--- src/rtl/pi_by_2_bpsk_seq.sv ---
// Frame sequencer for the pi/2-BPSK mapper: loads one word at a time onto the
// mapper input and streams its per-bit I/Q outputs as one registered symbol per cycle.
module pi_by_2_bpsk_seq #(
    parameter int DATA_WIDTH        = 16,
    parameter int SYM_WIDTH         = 16,
    parameter int FRAME_WORDS_WIDTH = 8,
    parameter int IDX_WIDTH         = FRAME_WORDS_WIDTH + $clog2(DATA_WIDTH)
) (
    input  logic                          clk,
    input  logic                          rst_n,
    input  logic                          start,
    input  logic                          abort,
    input  logic [FRAME_WORDS_WIDTH-1:0]  cfg_num_words,
    output logic                          busy,
    output logic                          done,
    input  logic [DATA_WIDTH-1:0]         in_data,
    input  logic                          in_valid,
    output logic                          in_ready,
    output logic [DATA_WIDTH-1:0]         map_data,
    output logic                          map_enable,
    input  logic signed [SYM_WIDTH-1:0]   map_i [0:DATA_WIDTH-1],
    input  logic signed [SYM_WIDTH-1:0]   map_q [0:DATA_WIDTH-1],
    output logic signed [SYM_WIDTH-1:0]   out_i,
    output logic signed [SYM_WIDTH-1:0]   out_q,
    output logic                          out_valid,
    input  logic                          out_ready,
    output logic                          out_last,
    output logic [IDX_WIDTH-1:0]          out_sym_idx
);

    localparam int unsigned BW = (DATA_WIDTH > 1) ? $clog2(DATA_WIDTH) : 1;
    localparam logic [BW-1:0] LAST_BIT = BW'(DATA_WIDTH - 1);

    typedef enum logic [1:0] {
        S_IDLE   = 2'd0,
        S_LOAD   = 2'd1,
        S_PRIME  = 2'd2,
        S_STREAM = 2'd3
    } state_t;

    state_t                         state_q, state_d;
    logic [FRAME_WORDS_WIDTH-1:0]   words_left_q, words_left_d;
    logic [BW-1:0]                  idx_q, idx_d;
    logic [BW-1:0]                  idx_inc;
    logic [IDX_WIDTH-1:0]           sym_idx_q, sym_idx_d;
    logic [DATA_WIDTH-1:0]          map_data_q, map_data_d;
    logic signed [SYM_WIDTH-1:0]    out_i_q, out_i_d;
    logic signed [SYM_WIDTH-1:0]    out_q_q, out_q_d;
    logic                           out_valid_q, out_valid_d;
    logic                           done_q, done_d;
    logic                           last_bit;
    logic                           last_word;
    logic                           out_hs;

    assign idx_inc   = idx_q + BW'(1);
    assign last_bit  = (idx_q == LAST_BIT);
    assign last_word = (words_left_q == FRAME_WORDS_WIDTH'(1));
    assign out_hs    = out_valid_q && out_ready;

    always_ff @(posedge clk or negedge rst_n) begin
        if (!rst_n) begin
            state_q      <= S_IDLE;
            words_left_q <= '0;
            idx_q        <= '0;
            sym_idx_q    <= '0;
            map_data_q   <= '0;
            out_i_q      <= '0;
            out_q_q      <= '0;
            out_valid_q  <= 1'b0;
            done_q       <= 1'b0;
        end else begin
            state_q      <= state_d;
            words_left_q <= words_left_d;
            idx_q        <= idx_d;
            sym_idx_q    <= sym_idx_d;
            map_data_q   <= map_data_d;
            out_i_q      <= out_i_d;
            out_q_q      <= out_q_d;
            out_valid_q  <= out_valid_d;
            done_q       <= done_d;
        end
    end

    always_comb begin
        state_d      = state_q;
        words_left_d = words_left_q;
        idx_d        = idx_q;
        sym_idx_d    = sym_idx_q;
        map_data_d   = map_data_q;
        out_i_d      = out_i_q;
        out_q_d      = out_q_q;
        out_valid_d  = out_valid_q;
        done_d       = 1'b0;

        if (abort) begin
            // map_data and the symbol registers are deliberately left untouched
            state_d      = S_IDLE;
            words_left_d = '0;
            idx_d        = '0;
            sym_idx_d    = '0;
            out_valid_d  = 1'b0;
        end else begin
            unique case (state_q)
                S_IDLE: begin
                    if (start) begin
                        if (cfg_num_words != '0) begin
                            words_left_d = cfg_num_words;
                            sym_idx_d    = '0;
                            state_d      = S_LOAD;
                        end else begin
                            done_d = 1'b1;
                        end
                    end
                end
                S_LOAD: begin
                    if (in_valid) begin
                        map_data_d = in_data;
                        idx_d      = '0;
                        state_d    = S_PRIME;
                    end
                end
                S_PRIME: begin
                    out_i_d     = map_i[0];
                    out_q_d     = map_q[0];
                    out_valid_d = 1'b1;
                    state_d     = S_STREAM;
                end
                S_STREAM: begin
                    if (out_hs) begin
                        if (!last_bit) begin
                            out_i_d   = map_i[idx_inc];
                            out_q_d   = map_q[idx_inc];
                            idx_d     = idx_inc;
                            sym_idx_d = sym_idx_q + IDX_WIDTH'(1);
                        end else if (!last_word) begin
                            words_left_d = words_left_q - FRAME_WORDS_WIDTH'(1);
                            sym_idx_d    = sym_idx_q + IDX_WIDTH'(1);
                            out_valid_d  = 1'b0;
                            state_d      = S_LOAD;
                        end else begin
                            out_valid_d = 1'b0;
                            done_d      = 1'b1;
                            state_d     = S_IDLE;
                        end
                    end
                end
                default: state_d = S_IDLE;
            endcase
        end
    end

    // in_ready is masked by abort so a word offered in the abort cycle is never consumed
    assign in_ready    = (state_q == S_LOAD) && !abort;
    assign busy        = (state_q != S_IDLE);
    assign done        = done_q;
    assign map_data    = map_data_q;
    assign map_enable  = (state_q == S_PRIME) || (state_q == S_STREAM);
    assign out_i       = out_i_q;
    assign out_q       = out_q_q;
    assign out_valid   = out_valid_q;
    assign out_last    = (state_q == S_STREAM) && last_word && last_bit;
    assign out_sym_idx = sym_idx_q;

endmodule

--- config.mk ---
export PLATFORM = sky130hd
export DESIGN_NAME = pi_by_2_bpsk_seq
export DESIGN_NICKNAME = d
export VERILOG_FILES = /design/src/rtl/pi_by_2_bpsk_seq.sv
export SDC_FILE = /design/constraint.sdc
export NUM_CORES = 1
export LEC_CHECK = 0
export ABC_AREA = 1
export CORE_AREA = 2 2 238 240
export CTS_BUF_LIST = sky130_fd_sc_hd__clkbuf_8
export CTS_CLUSTER_DIAMETER = 60
export DETAILED_ROUTE_END_ITERATION = 7
export DIE_AREA = 0 0 240 242
export GPL_TIMING_DRIVEN = 0
export PLACE_DENSITY = 0.42
export REMOVE_ABC_BUFFERS = 1
export SETUP_SLACK_MARGIN = 0.02
export SYNTH_ARGS = -nofsm -noshare
export SYNTH_HDL_FRONTEND = slang
export SYNTH_SLANG_ARGS = --single-unit
export TNS_END_PERCENT = 50
--- constraint.sdc ---
create_clock -name clk -period 2.4 [get_ports clk]
set_input_delay 0.24 -clock clk [delete_from_list [all_inputs] [get_ports clk]]
set_output_delay 0.24 -clock clk [all_outputs]
set_load 0.02 [all_outputs]
## Yosys cells after proc, flatten, opt, wreduce, memory -nomap -nowiden

Index checks and enable logic that the tools add are counted.

- Muxes and demuxes: 50
- $add $sub $neg: 3
- Reduce and logical (&&, ||, !) cells: 20
- $lt $le $gt $ge: 1
- Equality and inequality tests: 15
- Bitwise gates (word level): 2

Operator list:

| cell | number |
|---|---|
| $bmux 16 s4 | 2 |
| $mux 16 | 8 |
| $mux 12 | 6 |
| $pmux 16 s2 | 2 |
| $mux 8 | 6 |
| $pmux 12 s2 | 1 |
| $ne 3x3->1 const B | 7 |
| $mux 4 | 4 |
| $pmux 8 s2 | 1 |
| $add 12x1->12 const B | 1 |
| $mux 2 | 6 |
| $mux 1 | 10 |
| $reduce_and 5->1 | 2 |
| $reduce_bool 3->1 | 3 |
| $eq 8x1->1 const B | 1 |
| $pmux 2 s4 | 1 |
| $pmux 4 s2 | 1 |
| $reduce_and 4->1 | 2 |
| $reduce_bool 8->1 | 1 |
| $sub 8x1->8 const B | 1 |
| $reduce_and 3->1 | 2 |
| $reduce_and 6->1 | 1 |
| $ge 5x5->1 const B | 1 |
| $not 4->5 | 1 |
| 13 further kinds | 20 |

- Logic and storage cells: 100
- Register bits after elaboration: 76
- Output and inout bits: 66
- Bits of input ports: 542

## Logic depth before layout (Yosys ltp)

Gate-level depths: netlist of the first run.

- Depth in word-level cells: 8
- Gate-level depth with buffers: 12
- Depth with buffers taken out: 11

## Worst setup path after synthesis of the first run

OpenSTA, ideal clock, no wires.

- Path type: register -> register
- Start point: register idx_q[1]
- End point: register out_i_q[6] (netlist: out_i[6])
- Required time: 2284 ps
- Data arrival time: 1619 ps
- Clock period less this slack: 1735 ps
- Buffers on the path: 2
- Library setup time: 116 ps
- Slack: 665 ps
- Cell stages (with the launch flop): 12
- Cells stage by stage: dfrtp_1 > ha_1 > inv_1 > buf_2 > buf_1 > nand3_1 > nand3_1 > nand2_1 > nand2_1 > nand3_1 > nand2_1 > nand2_1

- Cells in the longest elaborated chain, start to end: 8
- Elaborated cells on any way between the ends: 11
- Classes of those cells: 1 x add/sub; 2 x eq/ne; 6 x mux; 1 x bitwise; 1 x reduce/logical

Ends and longest elaborated chain:

| what | RTL line | source |
|---|---|---|
| from (decl) | 43 | `logic [BW-1:0] idx_q, idx_d;` |
| from (signal assigned) | 74 | `idx_q <= idx_d;` |
| $add 4x1->4 | 55 | `assign idx_inc = idx_q + BW'(1);` |
| $not 4->5 (not written as such) | 131 | `out_i_d = map_i[idx_inc];` |
| $bmux 16 s4 | 131 |  |
| $mux 16 (not written as such) (2 in series) | 131 |  |
| $mux 16 | 130 | `if (!last_bit) begin` |
| $mux 16 | 129 | `if (out_hs) begin` |
| $pmux 16 s2 | 103 | `unique case (state_q)` |
| to (signal assigned) | 77 | `out_i_q <= out_i_d;` |
| to (decl) | 47 | `logic signed [SYM_WIDTH-1:0] out_i_q, out_i_d;` |

Several ways; a longest one is shown, not always the timed one. The select of a mux whose other input is x is not followed.
A chain may end at the register's enable or synchronous reset.

## Worst setup path in the final report of the first run

- Start point: register idx_q[1]
- End point: output port out_last

- Cells in the longest elaborated chain, start to end: 2

Ends and longest elaborated chain:

| what | RTL line | source |
|---|---|---|
| $eq 4x4->1 | 56 | `assign last_bit = (idx_q == LAST_BIT);` |
| $logic_and 1x1->1 | 161 | `assign out_last = (state_q == S_STREAM) && last_word && last_bit;` |
| to (decl) | 27 | `output logic out_last,` |

No other way between the ends.

==> flow_summary.json, run 1 <==
{
  "setup.worst_path.class": "reg2out",
  "area_enclosed_by_the_die_boundary_mm2": 0.0581,
  "fillers": 6273,
  "wl_um": 59500,
  "crit_cells": 6,
  "cts_sinks": 76,
  "crit_chain": "ha_4 > nand2_1 > nor2_4 > nand2_4 > nor3_1 > clkbuf_2",
  "post-route-period-util_pct": 95.8,
  "dp_hpwl_um": 40800,
  "place.detailed.instances": 2968,
  "worst_pin_slew_ps": 671,
  "clock_tree.htree_level_count": 3,
  "preCtsSetupSlack_ps": -689,
  "tritoncts": "done",
  "detailedRoute.firstPassIterationCount": 5,
  "rows": 87,
  "report.final.setup_viol": 0,
  "p_leak_nw": 7.26,
  "wl_per_cell_um": 19.7,
  "yosysUniqueCellTypes": 34,
  "regToRegSetupSlack_ps": 160,
  "worst_ir_drop_on_vdd_v": 0.000412,
  "worstRegToRegCells": 11,
  "grt_start_max_net_pins": 89,
  "timing.final.hold_violations": 0,
  "slew_headroom_pct": 55.3,
  "clkSlewWorstSetupHoldPaths_ps": 100,
  "clk_latency_ps": 420,
  "route.vias.total": 13300,
  "crit_buf_inv": 1,
  "final_cell_mix": "sky130_fd_sc_hd__nand2_1, sky130_fd_sc_hd__clkdlybuf4s50_1, sky130_fd_sc_hd__nand3_1, sky130_fd_sc_hd__nor2_1, sky130_fd_sc_hd__dfrtp_1",
  "place.port_buffers": 607,
  "timing.critical_path.slowest_cell_delay_ps": 440,
  "vias_in_the_first_global_route": 12800,
  "cp_data_arrival_time_ps": 2060,
  "die-width_um": 240,
  "area.growth.synth_to_final_pct": 82.0,
  "die-height_um": 242,
  "power_density_over_cell_area_mw_per_mm2": 610,
  "fin_setup_tns_ps": 0,
  "post_synth.cell_area_avg_um2": 5.32,
  "multi_input_comb_area_mm2": 0.00661,
  "pin_count": 608,
  "drv.max_cap_violation_count": 0,
  "place_area_mm2": 0.0159,
  "route.detailed.drc": 0,
  "crit_path_end_kind": "output pin",
  "starting_density_pct": 16.4,
  "root_buffer": "sky130_fd_sc_hd__clkbuf_8",
  "worst-endpoint-required_ps": 2160,
  "cp_top_delay_family": "simple AND/OR/NAND/NOR gates",
  "drt_antenna_net_count": 0,
  "drtIter0Drc": 802,
  "slew_violations": 0,
  "ys_ff_latch": 76,
  "final_design_area_no_fill_mm2": 0.0166,
  "layout_commonest_cell": "sky130_fd_sc_hd__nand2_1",
  "overflow": 0,
  "stdcell_count": 3022,
  "critical_path_peak_fanout": 5,
  "rsz0062_at_grt": "true",
  "synthesis.instances": 1717,
  "tritoncts.num_buffers": 9,
  "crit_slowest_cell": "sky130_fd_sc_hd__dfrtp_1",
  "grt_pass1_wl_um": 83700,
  "timing.final.crit_period_ps": 2300,
  "grt_antenna_before_repair": 5,
  "totalPowerFinal_w": 0.0101,
  "sequential_element_share_of_the_synthesized_area_pct": 20.8,
  "synth.cell_area_mm2": 0.00914,
  "outcome": "finished, final reports clean",
  "design.final.nets": 2807,
  "fmax_mhz": 435,
  "core_region_area_mm2": 0.0557,
  "max-clock-path-buffers": 2,
  "share_of_final_layout_standard_cells_stronger_than_drive_strength_1_pct": 5.39,
  "globalRouteTotalUtil_pct": 19.3,
  "timing.rr.end": "out_q[8]$_DFFE_PN0P_",
  "crit-reg2reg-launch": "idx_q[0]$_DFFE_PN0P_",
  "ys_warn_count": 0,
  "min-delay-path-class": "in2async",
  "viasPerCell": 4.40,
  "final.setup_skew_ps": 12.4,
  "worstSetupStartpointType": "register",
  "placer_congestion_estimate": 0.860,
  "fin_ws_ps": 101,
  "seqCellArea_mm2": 0.00191
}
[per-layer routing]
layer  vias up  share of wire, %  track usage (%)
met5         -             0.022                0
met4         2               1.9             4.60
li1       6614                 -                -
met2       454                50             34.8
met3        50               6.7             4.17
met1      6186                42             23.1
[cells in the mapped netlist]
library cell               count  area [um2]
sky130_fd_sc_hd__nand3b_1      1        7.51
sky130_fd_sc_hd__inv_1        32         120
sky130_fd_sc_hd__ha_1          8         100
sky130_fd_sc_hd__or2_2         1        6.26
sky130_fd_sc_hd__nand4_1       7        43.8
sky130_fd_sc_hd__clkbuf_1     23        86.3
sky130_fd_sc_hd__nand3_1     436        2180
sky130_fd_sc_hd__buf_2        74         370
sky130_fd_sc_hd__xor2_2        1        16.3
sky130_fd_sc_hd__dfrtp_1      76        1900
sky130_fd_sc_hd__a21boi_0      1        7.51
sky130_fd_sc_hd__buf_1        11        41.3
sky130_fd_sc_hd__o21ai_1       6        30.0
sky130_fd_sc_hd__a211oi_1      1        7.51
sky130_fd_sc_hd__nor4_1        2        12.5
sky130_fd_sc_hd__buf_6         4        45.0
sky130_fd_sc_hd__a221oi_1      1        8.76
sky130_fd_sc_hd__xor2_1        2        17.5
sky130_fd_sc_hd__a21oi_1       4        20.0
sky130_fd_sc_hd__o22ai_1       1        6.26
sky130_fd_sc_hd__o21bai_1      3        22.5
sky130_fd_sc_hd__nand3_2       2        20.0
sky130_fd_sc_hd__nor2_2        5        31.3
sky130_fd_sc_hd__inv_2         9        33.8
sky130_fd_sc_hd__nand2_2       4        25.0
sky130_fd_sc_hd__nor3_1        2        10.0
sky130_fd_sc_hd__nor2_4        1        11.3
sky130_fd_sc_hd__o21ai_0      12        60.1
sky130_fd_sc_hd__mux2_2       16         180
sky130_fd_sc_hd__nor2_1      102         383
sky130_fd_sc_hd__nor3_2        2        20.0
sky130_fd_sc_hd__nand2_1     853        3200
sky130_fd_sc_hd__a22oi_1       1        7.51
sky130_fd_sc_hd__buf_4        13        97.6
[flip-flops by register name, indices dropped and copies added (netlist names)]
name          count
done              1
idx_q             4
map_data         16
out_i            16
out_q            16
out_sym_idx      12
out_valid         1
state_q           2
words_left_q      8
[cell families after synthesis]
kind of cell | after synthesis | share of synthesized area [%]
AOI/OAI and AO/OA | 30 | 1.86
xor gates and xnor gates | 3 | 0.370
adders and majority gates | 8 | 1.10
buffers and inverters | 166 | 8.70
DFF | 76 | 20.8
muxes | 16 | 1.97
and+or+nand+nor | 1418 | 65.2
[worst max-delay path by stage]
stage | start | endpoint | slack (ps)
after detailed placement | state_q[0]$_DFFE_PN0P_ | out_i[12]$_DFFE_PN0P_ | -690
final | idx_q[1]$_DFFE_PN0P_ | out_last | 100
after global placement | idx_q[0]$_DFFE_PN0P_ | out_q[4]$_DFFE_PN0P_ | -16810
after global routing | state_q[1]$_DFFE_PN0P_ | out_q[10]$_DFFE_PN0P_ | -3
after floorplan | idx_q[0]$_DFFE_PN0P_ | out_i[0]$_DFFE_PN0P_ | -7300
after CTS | idx_q[0]$_DFFE_PN0P_ | out_last | -160
[metrics by stage]
step                hold slack, ps  util (%)
detailed placement             330      28.5
floorplan                    -55.6         -
CTS                            373      29.6
global placement               465      27.8
finish                         377      29.8
global route                   385      29.8
[repair_timing]
item	in CTS	in global routing
gates resized for setup	26	12
pin swaps	7	2
hold buffers	1	0
gates cloned	6	1
setup endpoints to repair	57	53
endpoints found under the hold margin	44	0
buffers inserted	18	8
[power by group]
part	switching (W)	total, W	leakage (nW)	internal (W)
clock network	0.000643	0.00114	0.102	0.000498
logic	0.00396	0.00694	6.19	0.00298
registers	0.000306	0.00206	0.969	0.00176
[area by class of cell]
type                       count  area share (%)
sequential                    76            11.5
timing repair buffer         650            40.5
inverter                      41            1.17
tap                          756            5.69
antenna                        4          0.0602
clock buffer                   9           0.745
clock inverter                 7           0.504
timing repair inverter         1          0.0527
multi-input combinational   1478            39.8
Power figures use the tool's default switching activity.
==> inputs of run 2 (changes only) <==
Settings changed: CORE_AREA 2 2 238 240 to 2 2 234 236, CTS_BUF_LIST sky130_fd_sc_hd__clkbuf_8 to sky130_fd_sc_hd__clkbuf_8 sky130_fd_sc_hd__clkbuf_16, DIE_AREA 0 0 240 242 to 0 0 236 238, PLACE_DENSITY 0.42 to 0.43.
==> run 2 against run 1 <==
  * Combinational power is 5.0% higher
  * First-iteration DRC count is 3.0% lower
  * Core utilization up 2.0 points
  * Critical path type unchanged
  * Register-to-register slack is essentially flat
  * Global-route usage increased by 1.7 points
  * Sequential share of layout area shrank 0.29 points
==> flow_summary.json, run 2 (synthesis gave the netlist of run 1 again) <==
{
  "die-height_um": 238,
  "place.detailed.instances": 2909,
  "totalPowerFinal_w": 0.0109,
  "root_buffer": "sky130_fd_sc_hd__clkbuf_16",
  "final_design_area_no_fill_mm2": 0.0170,
  "cp_data_arrival_time_ps": 2110,
  "rows": 85,
  "p_leak_nw": 7.48,
  "crit_cells": 7,
  "timing.final.hold_violations": 0,
  "wl_um": 63600,
  "crit_chain": "buf_16 > ha_4 > nand2_4 > nor2_4 > nand2_4 > nor3_2 > clkdlybuf4s15_2",
  "grt_antenna_before_repair": 18,
  "placer_congestion_estimate": 0.838,
  "power_frac_seq_pct": 19.0,
  "intPower_w": 0.00576,
  "starting_density_pct": 17.1,
  "clk_latency_ps": 370,
  "min-delay-path-class": "in2async",
  "worst_ir_drop_on_vdd_v": 0.000346,
  "worstRegToRegCells": 11,
  "cts_sinks": 76,
  "power_density_over_cell_area_mw_per_mm2": 640,
  "design.final.nets": 2817,
  "slew_violations": 0,
  "drt_antenna_net_count": 0,
  "cp_top_delay_family": "simple AND/OR/NAND/NOR gates",
  "gr-usage-met3_pct": 5.55,
  "grt_use_met1_pct": 25.2,
  "crit_path_end_kind": "output pin",
  "stdcell_count": 2981,
  "grt-busiest-layer": "met2",
  "clkSlewWorstSetupHoldPaths_ps": 80,
  "place_area_mm2": 0.0159,
  "rsz0062_at_grt": "true",
  "drtIter0Drc": 778,
  "wl_per_cell_um": 21.3,
  "share_of_final_layout_standard_cells_stronger_than_drive_strength_1_pct": 5.63,
  "crit_slowest_cell": "sky130_fd_sc_hd__dfrtp_4",
  "slew_headroom_pct": 60.2,
  "outcome": "finished, final reports clean",
  "viasPerCell": 4.52,
  "setup.worst_path.class": "reg2out",
  "final.setup_skew_ps": 17.9,
  "post-route-period-util_pct": 98.1,
  "place.port_buffers": 607,
  "area.growth.synth_to_final_pct": 86.5,
  "switching_share_pct": 47.2,
  "critical-path-top-cell-by-count": "sky130_fd_sc_hd__nand2_4",
  "timing.final.crit_period_ps": 2350,
  "clkPwrFrac_pct": 14.1,
  "detailedRoute.firstPassIterationCount": 5,
  "route.vias.total": 13500,
  "fin_setup_tns_ps": 0,
  "met2_demand_to_capacity_share_in_global_routing_pct": 36.7,
  "crit_buf_inv": 2,
  "route.detailed.drc": 0,
  "timing.critical_path.slowest_cell_delay_ps": 450,
  "fmax_mhz": 425,
  "worstSetupStartpointType": "register",
  "max-clock-path-buffers": 2,
  "die-width_um": 236,
  "clock_tree.htree_level_count": 3,
  "dp_hpwl_um": 41200,
  "core_region_area_mm2": 0.0535,
  "layout_commonest_cell": "sky130_fd_sc_hd__nand2_1",
  "tritoncts.num_buffers": 9,
  "area_enclosed_by_the_die_boundary_mm2": 0.0562,
  "overflow": 0,
  "combinationalPowerShare_pct": 66.9,
  "final_cell_mix": "sky130_fd_sc_hd__nand2_1, sky130_fd_sc_hd__clkdlybuf4s50_1, sky130_fd_sc_hd__nand3_1, sky130_fd_sc_hd__nor2_1, sky130_fd_sc_hd__dfrtp_1",
  "worst_hold_slack_ps": 303,
  "worst_pin_slew_ps": 597,
  "worst-endpoint-required_ps": 2160,
  "critical_path_peak_fanout": 17,
  "tritoncts": "done",
  "globalRouteTotalUtil_pct": 21.0,
  "vias_in_the_first_global_route": 13200,
  "drv.max_cap_violation_count": 0,
  "report.final.setup_viol": 0,
  "grt_pass1_wl_um": 87900,
  "grt_start_max_net_pins": 70,
  "switchingPower_w": 0.00514,
  "pin_count": 608
}
-- run 2: changes by cell type in the layout (fill, tap and decap cells not counted), moves of 2 or more --
cell / delta
sky130_fd_sc_hd__clkbuf_16: +14
sky130_fd_sc_hd__clkbuf_8: -9
sky130_fd_sc_hd__diode_2: +9
sky130_fd_sc_hd__buf_16: +6
sky130_fd_sc_hd__buf_4: -5
sky130_fd_sc_hd__bufbuf_16: +3
sky130_fd_sc_hd__inv_6: +3
sky130_fd_sc_hd__clkinv_4: -2
sky130_fd_sc_hd__dfrtp_1: +2
sky130_fd_sc_hd__dfrtp_2: -2
sky130_fd_sc_hd__nand3_1: +2
sky130_fd_sc_hd__nand3_2: -2
sky130_fd_sc_hd__nand3_4: -2
-- run 2: layout make-up --
cell class              count  area, um2
fillers                  5925      36500
repair buffers            659       7100
multi-input cells        1477       6580
flip-flops and latches     76       1910
well taps                 696        871
clock buffers               9        225
inverters                  41        203
clock inverters             7       85.1
diodes                     13       32.5
repair inverters            3       28.8
-- run 2: worst paths after layout --
path	from	end	slack [ps]
worst max-delay path	idx_q[0]$_DFFE_PN0P_	out_last	50
worst min-delay path	rst_n	map_data[11]$_DFFE_PN0P_	300
worst max register to register	idx_q[0]$_DFFE_PN0P_	out_i[11]$_DFFE_PN0P_	150
worst min register to register	out_i[9]$_DFFE_PN0P_	out_i[9]$_DFFE_PN0P_	480
max in group asynchronous	rst_n	out_i[0]$_DFFE_PN0P_	1470
min in group clk	abort	done$_DFF_PN0_	440
-- run 2: repair_timing --
item / 4_1_cts / 5_1_grt
hold buffers: 1 / 0
setup endpoints to repair: 63 / 45
buffers inserted: 16 / 7
gates cloned: 11 / 8
endpoints found under the hold margin: 20 / 0
resized for setup: 26 / 9
pin swaps: 4 / 2
-- run 2: power groups by stage --
stage / Combinational [W] / Clock, W / Sequential [W]
final: 0.00729 / 0.00154 / 0.00207
after global routing: 0.00792 / 0.00166 / 0.00214
after CTS: 0.00713 / 0.00162 / 0.00206
after detailed placement: 0.00645 / 0 / 0.00215
after global placement: 0.00637 / 0 / 0.00230
after floorplan: 0.00295 / 0 / 0.00268
-- run 2: through the flow --
stage / setup WS (ps) / utilization, %
floorplan: -7300 / -
global placement: -16620 / 28.9
detailed placement: -1250 / 29.7
CTS: 20.1 / 31.3
global route: -35.7 / 31.8
finish: 45.2 / 31.8
-- run 2: layer usage --
layer / vias to the layer above / share of wire (%)
met5: - / 0.086
met3: 66 / 7.3
met4: 8 / 1.6
met2: 454 / 50
met1: 6295 / 41
li1: 6651 / -
==> inputs of run 3 (changes only) <==
Settings changed: PLACE_DENSITY 0.43 to default, PLACE_DENSITY_LB_ADDON from default to 0.08.
==> run 3 against run 2 <==
  * Critical path type unchanged
  * Routed wire length shrank 1.4%
  * Sequential power is essentially flat
  * Critical path depth is the same
  * Highest routed layer unchanged
  * Core utilization shrank 0.46 points
  * Clock skew shrank 6.3 ps
  * Via count shrank 1.8%
  * Flip-flop and latch count is the same
==> flow_summary.json, run 3 (synthesis gave the netlist of run 1 again) <==
{
  "outcome": "finished, final reports clean",
  "placer_congestion_estimate": 0.842,
  "post-route-period-util_pct": 95.2,
  "grt_antenna_before_repair": 28,
  "drtIter0Drc": 831,
  "max-clock-path-buffers": 2,
  "place.detailed.instances": 2908,
  "clk_latency_ps": 350,
  "detailedRoute.firstPassIterationCount": 5,
  "grt_start_max_net_pins": 113,
  "layout_commonest_cell": "sky130_fd_sc_hd__nand2_1",
  "grt_pass1_wl_um": 91000,
  "core_region_area_mm2": 0.0535,
  "area.growth.synth_to_final_pct": 83.8,
  "tritoncts.num_buffers": 9,
  "place.port_buffers": 607,
  "starting_density_pct": 17.1,
  "cts_sinks": 76,
  "setup.worst_path.class": "reg2out",
  "final_design_area_no_fill_mm2": 0.0168,
  "stdcell_count": 2967,
  "timing.final.crit_period_ps": 2280,
  "overflow": 0,
  "final.setup_skew_ps": 11.6,
  "route.detailed.drc": 0,
  "tritoncts": "done",
  "rsz0062_at_grt": "true",
  "critical_path_peak_fanout": 16,
  "cp_data_arrival_time_ps": 2040,
  "timing.critical_path.slowest_cell_delay_ps": 440,
  "pin_count": 608,
  "fin_ws_ps": 115,
  "share_of_final_layout_standard_cells_stronger_than_drive_strength_1_pct": 5.05,
  "met2_demand_to_capacity_share_in_global_routing_pct": 39.3,
  "gr-usage-met3_pct": 6.05,
  "wl_per_cell_um": 21.2,
  "fmax_mhz": 438,
  "worst_pin_slew_ps": 594,
  "place_area_mm2": 0.0158,
  "crit_path_end_kind": "output pin",
  "p_leak_nw": 7.34,
  "dp_hpwl_um": 43000,
  "final_cell_mix": "sky130_fd_sc_hd__nand2_1, sky130_fd_sc_hd__clkdlybuf4s50_1, sky130_fd_sc_hd__nand3_1, sky130_fd_sc_hd__nor2_1, sky130_fd_sc_hd__dfrtp_1",
  "grt-busiest-layer": "met2",
  "vias_in_the_first_global_route": 13300,
  "worst_ir_drop_on_vdd_v": 0.000315,
  "totalPowerFinal_w": 0.0106,
  "clkSlewWorstSetupHoldPaths_ps": 70,
  "crit_chain": "buf_16 > ha_4 > nand2_2 > nor2_4 > nand2_4 > nor3_2 > clkdlybuf4s15_2",
  "die-height_um": 238,
  "preCtsSetupSlack_ps": -1320,
  "slew_violations": 0,
  "drt_antenna_net_count": 0,
  "die-width_um": 236,
  "slew_headroom_pct": 60.4,
  "grt_use_met1_pct": 25.3,
  "design.final.nets": 2802,
  "timing.final.hold_violations": 0,
  "route.vias.total": 13200,
  "area_enclosed_by_the_die_boundary_mm2": 0.0562,
  "report.final.setup_viol": 0,
  "root_buffer": "sky130_fd_sc_hd__clkbuf_16",
  "drv.max_cap_violation_count": 0,
  "cp_top_delay_family": "simple AND/OR/NAND/NOR gates",
  "viasPerCell": 4.46,
  "power_density_over_cell_area_mw_per_mm2": 630,
  "fillers": 5956,
  "crit_slowest_cell": "sky130_fd_sc_hd__dfrtp_4",
  "worst-endpoint-required_ps": 2160,
  "clock_tree.htree_level_count": 3,
  "globalRouteTotalUtil_pct": 21.7,
  "worst_hold_slack_ps": 413,
  "min-delay-path-class": "in2async",
  "rows": 85,
  "crit_buf_inv": 2,
  "wl_um": 62800,
  "worstSetupStartpointType": "register"
}
-- run 3: changes by cell type in the layout (fill, tap and decap cells not counted), moves of 2 or more --
cell | before | now
sky130_fd_sc_hd__inv_6 | 7 | 1
sky130_fd_sc_hd__clkbuf_16 | 15 | 10
sky130_fd_sc_hd__buf_12 | 9 | 6
sky130_fd_sc_hd__buf_4 | 15 | 12
sky130_fd_sc_hd__buf_16 | 14 | 16
sky130_fd_sc_hd__dfrtp_1 | 75 | 73
sky130_fd_sc_hd__dfrtp_2 | 0 | 2
sky130_fd_sc_hd__nand2_4 | 4 | 2
-- run 3: path summary, 6_finish.rpt --
kind	from	to	slack, ps	cells after the start
setup / recovery	idx_q[0]$_DFFE_PN0P_	out_last	120	7
hold / removal	rst_n	map_data[9]$_DFFE_PN0P_	410	2
setup reg to reg	idx_q[0]$_DFFE_PN0P_	out_i[12]$_DFFE_PN0P_	130	11
hold reg to reg	out_i[4]$_DFFE_PN0P_	out_i[4]$_DFFE_PN0P_	480	2
max in group asynchronous	rst_n	out_q[3]$_DFFE_PN0P_	1350	3
min in group clk	abort	done$_DFF_PN0_	460	2
-- run 3: routing by layer --
layer / routed length (um) / part of all wire [%]
met1: 26100 / 42
met2: 31700 / 51
met3: 4060 / 6.5
met4: 703 / 1.1
met5: 180 / 0.29
-- run 3: cell type report --
type,count,area (um2),share of cell area (%)
timing repair buffer,648,6900,41.1
multi-input combinational,1476,6550,39.0
sequential,76,1910,11.4
tap,696,871,5.19
clock buffer,9,225,1.34
inverter,41,203,1.21
clock inverter,7,93.8,0.559
antenna,14,35.0,0.209
-- run 3: timing repair --
item,in CTS,in global routing
endpoints found under the setup margin,60,54
endpoints found under the hold margin,36,0
resized for setup,22,12
cloned,9,1
pin swaps,6,1
buffers inserted,17,1
hold buffers,1,0
-- run 3: per-stage QoR --
| step | utilization, % | TNS (ps) |
|---|---|---|
| final | 31.4 | 0 |
| after global routing | 31.4 | -24.0 |
| after CTS | 31.2 | 0 |
| after detailed placement | 29.6 | -47260 |
| after global placement | 28.9 | -934040 |
| after floorplan | - | -328650 |
-- run 3: where the power goes --
group,switching [W],total (W),internal (W)
Combinational,0.00396,0.00701,0.00305
Sequential,0.000303,0.00206,0.00176
Clock,0.000671,0.00151,0.000836
Total,0.00494,0.0106,0.00564
